$ cat src/rtl/ram_pkg.sv
// Shared RAM geometry and March C- BIST types.
//   DATA_WIDTH / ADDR_WIDTH / DEPTH : default RAM geometry
//   march_elem_e                    : March C- element index (M0..M5)
//   PAT0 / PAT1                     : background patterns (all zeros / all ones)
package ram_pkg;

  localparam int unsigned DATA_WIDTH = 8;
  localparam int unsigned ADDR_WIDTH = 4;
  localparam int unsigned DEPTH      = 16;

  typedef enum logic [2:0] {
    ELEM_M0 = 3'd0,
    ELEM_M1 = 3'd1,
    ELEM_M2 = 3'd2,
    ELEM_M3 = 3'd3,
    ELEM_M4 = 3'd4,
    ELEM_M5 = 3'd5
  } march_elem_e;

  localparam logic [DATA_WIDTH-1:0] PAT0 = '0;
  localparam logic [DATA_WIDTH-1:0] PAT1 = '1;

endpackage

$ cat src/rtl/ram_bist_addr_gen.sv
// Up/down address counter for the BIST walk.
//   clk, rst  : clock, async active-high reset
//   load_lo   : load address 0 (start of an ascending element)
//   load_hi   : load address DEPTH-1 (start of a descending element)
//   step      : advance one address in the direction given by up
//   up        : 1 = ascending, 0 = descending
//   addr      : current address (registered)
//   last      : registered flag, addr is the final address of the current walk
module ram_bist_addr_gen #(
  parameter int unsigned ADDR_WIDTH = ram_pkg::ADDR_WIDTH,
  parameter int unsigned DEPTH      = ram_pkg::DEPTH
) (
  input  logic                  clk,
  input  logic                  rst,
  input  logic                  load_lo,
  input  logic                  load_hi,
  input  logic                  step,
  input  logic                  up,
  output logic [ADDR_WIDTH-1:0] addr,
  output logic                  last
);

  localparam logic [ADDR_WIDTH-1:0] TOP = ADDR_WIDTH'(DEPTH - 1);

  logic [ADDR_WIDTH-1:0] addr_nxt;

  // Modulo-DEPTH next address; never leaves 0..DEPTH-1.
  always_comb begin
    addr_nxt = addr;
    if (load_lo) begin
      addr_nxt = '0;
    end else if (load_hi) begin
      addr_nxt = TOP;
    end else if (step) begin
      if (up) addr_nxt = (addr == TOP) ? '0 : addr + ADDR_WIDTH'(1);
      else    addr_nxt = (addr == '0) ? TOP : addr - ADDR_WIDTH'(1);
    end
  end

  // A fresh walk (DEPTH >= 2) never starts on its last address.
  always_ff @(posedge clk or posedge rst) begin
    if (rst) begin
      addr <= '0;
      last <= 1'b0;
    end else begin
      addr <= addr_nxt;
      if (load_lo || load_hi) last <= 1'b0;
      else if (step)          last <= up ? (addr_nxt == TOP) : (addr_nxt == '0);
    end
  end

endmodule

$ cat src/rtl/ram_bist_ctrl.sv
// March C- BIST controller driving the single RAM port.
//   clk, rst    : clock, async active-high reset
//   start       : one-cycle pulse, accepted only when not busy
//   ram_*       : RAM port (read data returns one cycle after ram_rd_en)
//   busy / done : run in progress / run finished (held until next start)
//   pass        : no mismatches in the finished run
//   fail_addr, fail_elem : location of the first mismatch
//   err_cnt     : saturating mismatch count
module ram_bist_ctrl #(
  parameter int unsigned DATA_WIDTH = ram_pkg::DATA_WIDTH,
  parameter int unsigned ADDR_WIDTH = ram_pkg::ADDR_WIDTH,
  parameter int unsigned DEPTH      = ram_pkg::DEPTH
) (
  input  logic                  clk,
  input  logic                  rst,
  input  logic                  start,
  output logic [ADDR_WIDTH-1:0] ram_addr,
  output logic                  ram_wr_en,
  output logic                  ram_rd_en,
  output logic [DATA_WIDTH-1:0] ram_wdata,
  input  logic [DATA_WIDTH-1:0] ram_rdata,
  output logic                  busy,
  output logic                  done,
  output logic                  pass,
  output logic [ADDR_WIDTH-1:0] fail_addr,
  output logic [2:0]            fail_elem,
  output logic [15:0]           err_cnt
);
  import ram_pkg::*;

  localparam int unsigned           CNT_WIDTH = 16;
  localparam logic [CNT_WIDTH-1:0]  CNT_MAX   = '1;
  localparam logic [DATA_WIDTH-1:0] P0        = {DATA_WIDTH{PAT0[0]}};
  localparam logic [DATA_WIDTH-1:0] P1        = {DATA_WIDTH{PAT1[0]}};

  typedef enum logic [3:0] {
    IDLE, M0, M1_RD, M1_WR, M2_RD, M2_WR, M3_RD, M3_WR,
    M4_RD, M4_WR, M5, M5_FLUSH, DONE
  } state_t;

  state_t                state, state_nxt;
  logic                  start_ok, load_lo, load_hi, step, up, last;
  logic                  pend_vld, mismatch;
  logic [ADDR_WIDTH-1:0] pend_addr;
  logic [DATA_WIDTH-1:0] pend_exp;
  march_elem_e           pend_elem;
  logic [CNT_WIDTH-1:0]  err_cnt_nxt;

  function automatic logic is_rd(state_t s);
    return s inside {M1_RD, M2_RD, M3_RD, M4_RD, M5};
  endfunction

  function automatic logic is_wr(state_t s);
    return s inside {M0, M1_WR, M2_WR, M3_WR, M4_WR};
  endfunction

  function automatic march_elem_e elem_of(state_t s);
    case (s)
      M1_RD, M1_WR: return ELEM_M1;
      M2_RD, M2_WR: return ELEM_M2;
      M3_RD, M3_WR: return ELEM_M3;
      M4_RD, M4_WR: return ELEM_M4;
      M5:           return ELEM_M5;
      default:      return ELEM_M0;
    endcase
  endfunction

  ram_bist_addr_gen #(
    .ADDR_WIDTH (ADDR_WIDTH),
    .DEPTH      (DEPTH)
  ) u_addr_gen (
    .clk     (clk),
    .rst     (rst),
    .load_lo (load_lo),
    .load_hi (load_hi),
    .step    (step),
    .up      (up),
    .addr    (ram_addr),
    .last    (last)
  );

  assign start_ok = start && (state == IDLE || state == DONE);
  assign mismatch = pend_vld && (ram_rdata != pend_exp);

  // Next state and address-counter control.
  always_comb begin
    state_nxt = state;
    load_lo   = 1'b0;
    load_hi   = 1'b0;
    step      = 1'b0;
    up        = 1'b1;
    case (state)
      IDLE, DONE: if (start_ok) begin state_nxt = M0; load_lo = 1'b1; end
      M0:       if (last) begin state_nxt = M1_RD; load_lo = 1'b1; end else step = 1'b1;
      M1_RD:    state_nxt = M1_WR;
      M1_WR:    if (last) begin state_nxt = M2_RD; load_lo = 1'b1; end
                else begin state_nxt = M1_RD; step = 1'b1; end
      M2_RD:    state_nxt = M2_WR;
      M2_WR:    if (last) begin state_nxt = M3_RD; load_hi = 1'b1; end
                else begin state_nxt = M2_RD; step = 1'b1; end
      M3_RD:    state_nxt = M3_WR;
      M3_WR:    begin
                  up = 1'b0;
                  if (last) begin state_nxt = M4_RD; load_hi = 1'b1; end
                  else begin state_nxt = M3_RD; step = 1'b1; end
                end
      M4_RD:    state_nxt = M4_WR;
      M4_WR:    begin
                  up = 1'b0;
                  if (last) begin state_nxt = M5; load_lo = 1'b1; end
                  else begin state_nxt = M4_RD; step = 1'b1; end
                end
      M5:       if (last) state_nxt = M5_FLUSH; else step = 1'b1;
      M5_FLUSH: state_nxt = DONE;
      default:  state_nxt = IDLE;
    endcase
  end

  // Saturating mismatch counter, cleared by an accepted start.
  always_comb begin
    err_cnt_nxt = err_cnt;
    if (start_ok)                          err_cnt_nxt = '0;
    else if (mismatch && err_cnt != CNT_MAX) err_cnt_nxt = err_cnt + CNT_WIDTH'(1);
  end

  // State plus registered outputs; read context is kept one cycle for the compare.
  always_ff @(posedge clk or posedge rst) begin
    if (rst) begin
      state     <= IDLE;
      ram_wr_en <= 1'b0;
      ram_rd_en <= 1'b0;
      ram_wdata <= '0;
      busy      <= 1'b0;
      done      <= 1'b0;
      pass      <= 1'b0;
      fail_addr <= '0;
      fail_elem <= '0;
      err_cnt   <= '0;
      pend_vld  <= 1'b0;
      pend_addr <= '0;
      pend_exp  <= '0;
      pend_elem <= ELEM_M0;
    end else begin
      state     <= state_nxt;
      ram_wr_en <= is_wr(state_nxt);
      ram_rd_en <= is_rd(state_nxt);
      ram_wdata <= (state_nxt == M1_WR || state_nxt == M3_WR) ? P1 : P0;
      busy      <= !(state_nxt == IDLE || state_nxt == DONE);
      done      <= (state_nxt == DONE);
      pend_vld  <= is_rd(state);
      pend_addr <= ram_addr;
      pend_exp  <= (state == M2_RD || state == M4_RD) ? P1 : P0;
      pend_elem <= elem_of(state);
      err_cnt   <= err_cnt_nxt;
      if (start_ok) begin
        pass      <= 1'b0;
        fail_addr <= '0;
        fail_elem <= '0;
      end else begin
        if (mismatch && err_cnt == '0) begin
          fail_addr <= pend_addr;
          fail_elem <= 3'(pend_elem);
        end
        if (state == M5_FLUSH) pass <= (err_cnt_nxt == '0);
      end
    end
  end

endmodule
$ cat config.mk
export PLATFORM = sky130hd
export DESIGN_NAME = ram_bist_ctrl
export DESIGN_NICKNAME = d
export VERILOG_FILES = /design/src/rtl/ram_pkg.sv /design/src/rtl/ram_bist_addr_gen.sv /design/src/rtl/ram_bist_ctrl.sv
export SDC_FILE = /design/constraint.sdc
export NUM_CORES = 1
export LEC_CHECK = 0
export ABC_AREA = 1
export CAP_MARGIN = 25
export CORE_ASPECT_RATIO = 0.5
export CORE_UTILIZATION = 50
export DETAILED_ROUTE_END_ITERATION = 6
export PLACE_DENSITY = 0.73
export SETUP_SLACK_MARGIN = 0.05
export SYNTH_ARGS = -nofsm -noshare
export SYNTH_HDL_FRONTEND = slang
export SYNTH_SLANG_ARGS = --single-unit
$ cat constraint.sdc
create_clock -name clk -period 4.85 [get_ports clk]
set_input_delay 0.485 -clock clk [delete_from_list [all_inputs] [get_ports clk]]
set_output_delay 0.485 -clock clk [all_outputs]
set_load 0.005 [all_outputs]
==> out/qor.yml <==
vdd_ir_drop_max_v: 0.000379
tightest_slew_ns: 0.814
die_h_um: 57.5
final_common_cell: "nand2_1"
layout-drive-gt1-share_pct: 7.76
routed_wl_um: 6890
hp-start: "pend_addr[1]"
antenna_cells_inserted: 0
grt_max_degree: 48
postRouteAntennaNets: 0
pwr-share-seq_pct: 35.3
r2r_cells: 9
drt-wirelength-per-cell_um: 12.2
dieArea_sq_mm: 0.00650
dpl.hpwl_um: 5140
path_clk_slew_ns: 0.06
postCtsSetupRepairBufs: 0
power.density_mw_per_mm2: 428
clkPwrFrac_pct: 22.1
ys_seq_elements: 47
reg2reg_slack_ns: 2.53
ff_latch_area_sq_mm: 0.00118
cp.arrival_ns: 2.75
num_rows: 19
core-area_sq_mm: 0.00571
hold_buffers: 0
slew_violations: 0
cp_cell_sequence: "clkdlybuf4s50_1, nand2_1, nor2_1, nand3_1, nand2_1, nor2_1, nand2_4, nand2_1, nand2_1, nand2_1, nand2_1, nor2_1, nand2_1, nor2_1, nor2_1, nor2_1"
clk_latency_ns: 0.29
ys_types: 32
multiInputGateArea_sq_mm: 0.00156
tns_ns: 0
cpMaxStageDelayCell: "nor2_1"
p_switching_mw: 0.640
cts_sinks: 47
avgSynthCellArea_sq_um: 6.91
whs_path_depth: 2
dr.pass1.iters: 4
ys_seq_area_share_pct: 38.1
nets: 508
power_leakage_nw: 1.98
relSlewSlack_pct: 45.6
hold_class: "flip-flop to flip-flop"
start_util_pct: 54.0
numCtsBuffers: 5
cts_tree: "built"
design_area_sq_mm: 0.00374
skew_ns: 0.00903
synth_nets: 465
critPathMaxFanout: 15
drtIter0Drc: 138
rsz0062_at_grt: "no"
drc: 0
hold_path_end: "fail_addr[1]"
synth_cells: 446
cpPeakStageDelay_ns: 0.62
finalWeightedCongestion: 0.894
cpMostUsedCell: "nand2_1"
finalSetupViolCount: 0
n_fill_cell: 492
clockRootBuffer: "clkbuf_16"
pin_count: 51
clk_path_buf_depth: 2
fmax_mhz: 395
crit_type: "input port to flip-flop"
drv_cap: 0
area_growth_pct: 21.4
track_usage_pct: 23.2
r2r-end: "fail_addr[1]"
fin_crit_sh_pct: 52.2
post_cts_resized: 0
placed_area_sq_mm: 0.00357
synth_warnings: 0
antenna_found_initial: 0
grt_pass1_vias: 2580
fin_crit_ns: 2.53
cts_max_level: 2
worstReg2RegStart: "state[2]"
grt_pass1_wl_um: 11700
port_buffers: 50
vias_per_cell: 5.08
grt_overflow: 0
layout_common_cells: "nand2_1, inv_1, nor2_1"
worstPathRequired_ns: 5.07
vias: 2862
cp-start-kind: "input port"
hold_viol_final: 0
combPwrFrac_pct: 42.6
status: "complete, no violations"
setup.worst_path.end_class: "flip-flop"
p_sw_share_pct: 39.9
internal_power_mw: 0.963
die_w_um: 113
netlist_area_sq_mm: 0.00308
-- logic make-up after synthesis --
logic type | count (synthesis) | share of synthesized area (%)
simple gates | 271 | 38.8
buf+inv | 80 | 11.4
flops | 47 | 38.1
compound gates | 27 | 4.79
xor+xnor | 13 | 3.69
fa+ha+maj | 8 | 3.25
-- layer usage --
| layer | vias to the layer above | track usage [%] | share of wire [%] | wire (um) |
|---|---|---|---|---|
| met5 | - | 0 | 0 | 0 |
| met4 | 0 | 5.83 | 0.58 | 40 |
| met3 | 5 | 4.78 | 5.6 | 383 |
| met2 | 78 | 38.5 | 45 | 3100 |
| met1 | 1303 | 31.6 | 49 | 3370 |
| li1 | 1476 | - | - | - |
-- critical path, delay by kind of cell --
kind | cells | cell delay [ns]
buffers and inverters | 1 | 0.42
AND/OR/NAND/NOR | 15 | 1.85
-- area by class of cell --
type                            instances  share of cell area (%)
Multi-Input combinational cell        319                    41.6
Sequential cell                        47                    31.4
Timing Repair Buffer                   51                    13.9
Inverter                               65                    6.52
Clock buffer                            6                    3.71
Tap cell                               73                    2.44
Clock inverter                          2                   0.434
-- per-stage QoR --
stage          util, %  power, mW  hold WS (ns)  std cells  worst slack, ns
3_3_place_gp      62.5       1.24         0.453        554             2.07
6_report          65.6       1.60         0.464        563             2.32
4_1_cts           65.3       1.61         0.468        562             2.32
5_1_grt           65.6       1.74         0.499        563             2.01
2_1_floorplan        -       1.04         0.394        446             2.97
3_5_place_dp      62.5       1.24         0.459        554             2.07
-- Yosys cell counts --
| library cell | count | share of area, % |
|---|---|---|
| nand3b_1 | 1 | 0.24 |
| o21ai_0 | 9 | 1.5 |
| o211ai_1 | 2 | 0.49 |
| nand4_1 | 5 | 1.0 |
| nor2_4 | 1 | 0.37 |
| nand3_1 | 49 | 8.0 |
| nor3_1 | 5 | 0.81 |
| o22ai_1 | 1 | 0.20 |
| nor3_4 | 1 | 0.53 |
| buf_4 | 7 | 1.7 |
| ha_1 | 8 | 3.2 |
| nand2_4 | 1 | 0.37 |
| xor2_1 | 9 | 2.6 |
| nand3_2 | 3 | 0.97 |
| nor4_1 | 2 | 0.41 |
| a31oi_1 | 3 | 0.61 |
| clkbuf_1 | 1 | 0.12 |
| nor2_1 | 52 | 6.3 |
| dfrtp_1 | 47 | 38 |
| o21ai_1 | 6 | 0.97 |
| buf_12 | 1 | 0.65 |
| and2_1 | 1 | 0.20 |
| a21oi_1 | 5 | 0.81 |
| nand4_4 | 1 | 0.69 |
| inv_2 | 12 | 1.5 |
| nand2_2 | 6 | 1.2 |
| nand2_1 | 140 | 17 |
| nor2_2 | 3 | 0.61 |
| buf_2 | 6 | 0.97 |
| inv_1 | 53 | 6.5 |
| a211oi_1 | 1 | 0.24 |
| xnor2_1 | 4 | 1.1 |
-- sequential cells by signal, summed over array words and instances (netlist names) --
name / count
pend_vld: 1
busy: 1
fail_addr: 4
ram_rd_en: 1
ram_wr_en: 1
pass: 1
pend_elem: 3
u_addr_gen.last: 1
err_cnt: 16
ram_wdata: 1
done: 1
u_addr_gen.addr: 4
state: 4
fail_elem: 3
pend_exp: 1
pend_addr: 4
-- worst max-delay path by stage --
stage / start / end / slack (ns) / depth (start not counted)
floorplan: state[2] / u_addr_gen.last / 2.97 / 10
global placement: ram_rdata[7] / pass / 2.07 / 16
detailed placement: ram_rdata[7] / pass / 2.07 / 16
CTS: ram_rdata[7] / pass / 2.32 / 16
global route: ram_rdata[6] / pass / 2.01 / 16
finish: ram_rdata[7] / pass / 2.32 / 16
-- power by group through the flow --
stage | registers [mW] | logic, mW | clock network (mW)
6_report | 0.565 | 0.684 | 0.354
5_1_grt | 0.578 | 0.782 | 0.381
4_1_cts | 0.566 | 0.679 | 0.362
3_5_place_dp | 0.573 | 0.672 | 0
3_3_place_gp | 0.573 | 0.669 | 0
2_1_floorplan | 0.537 | 0.505 | 0
Note: power is estimated with default switching activity, not from simulation.
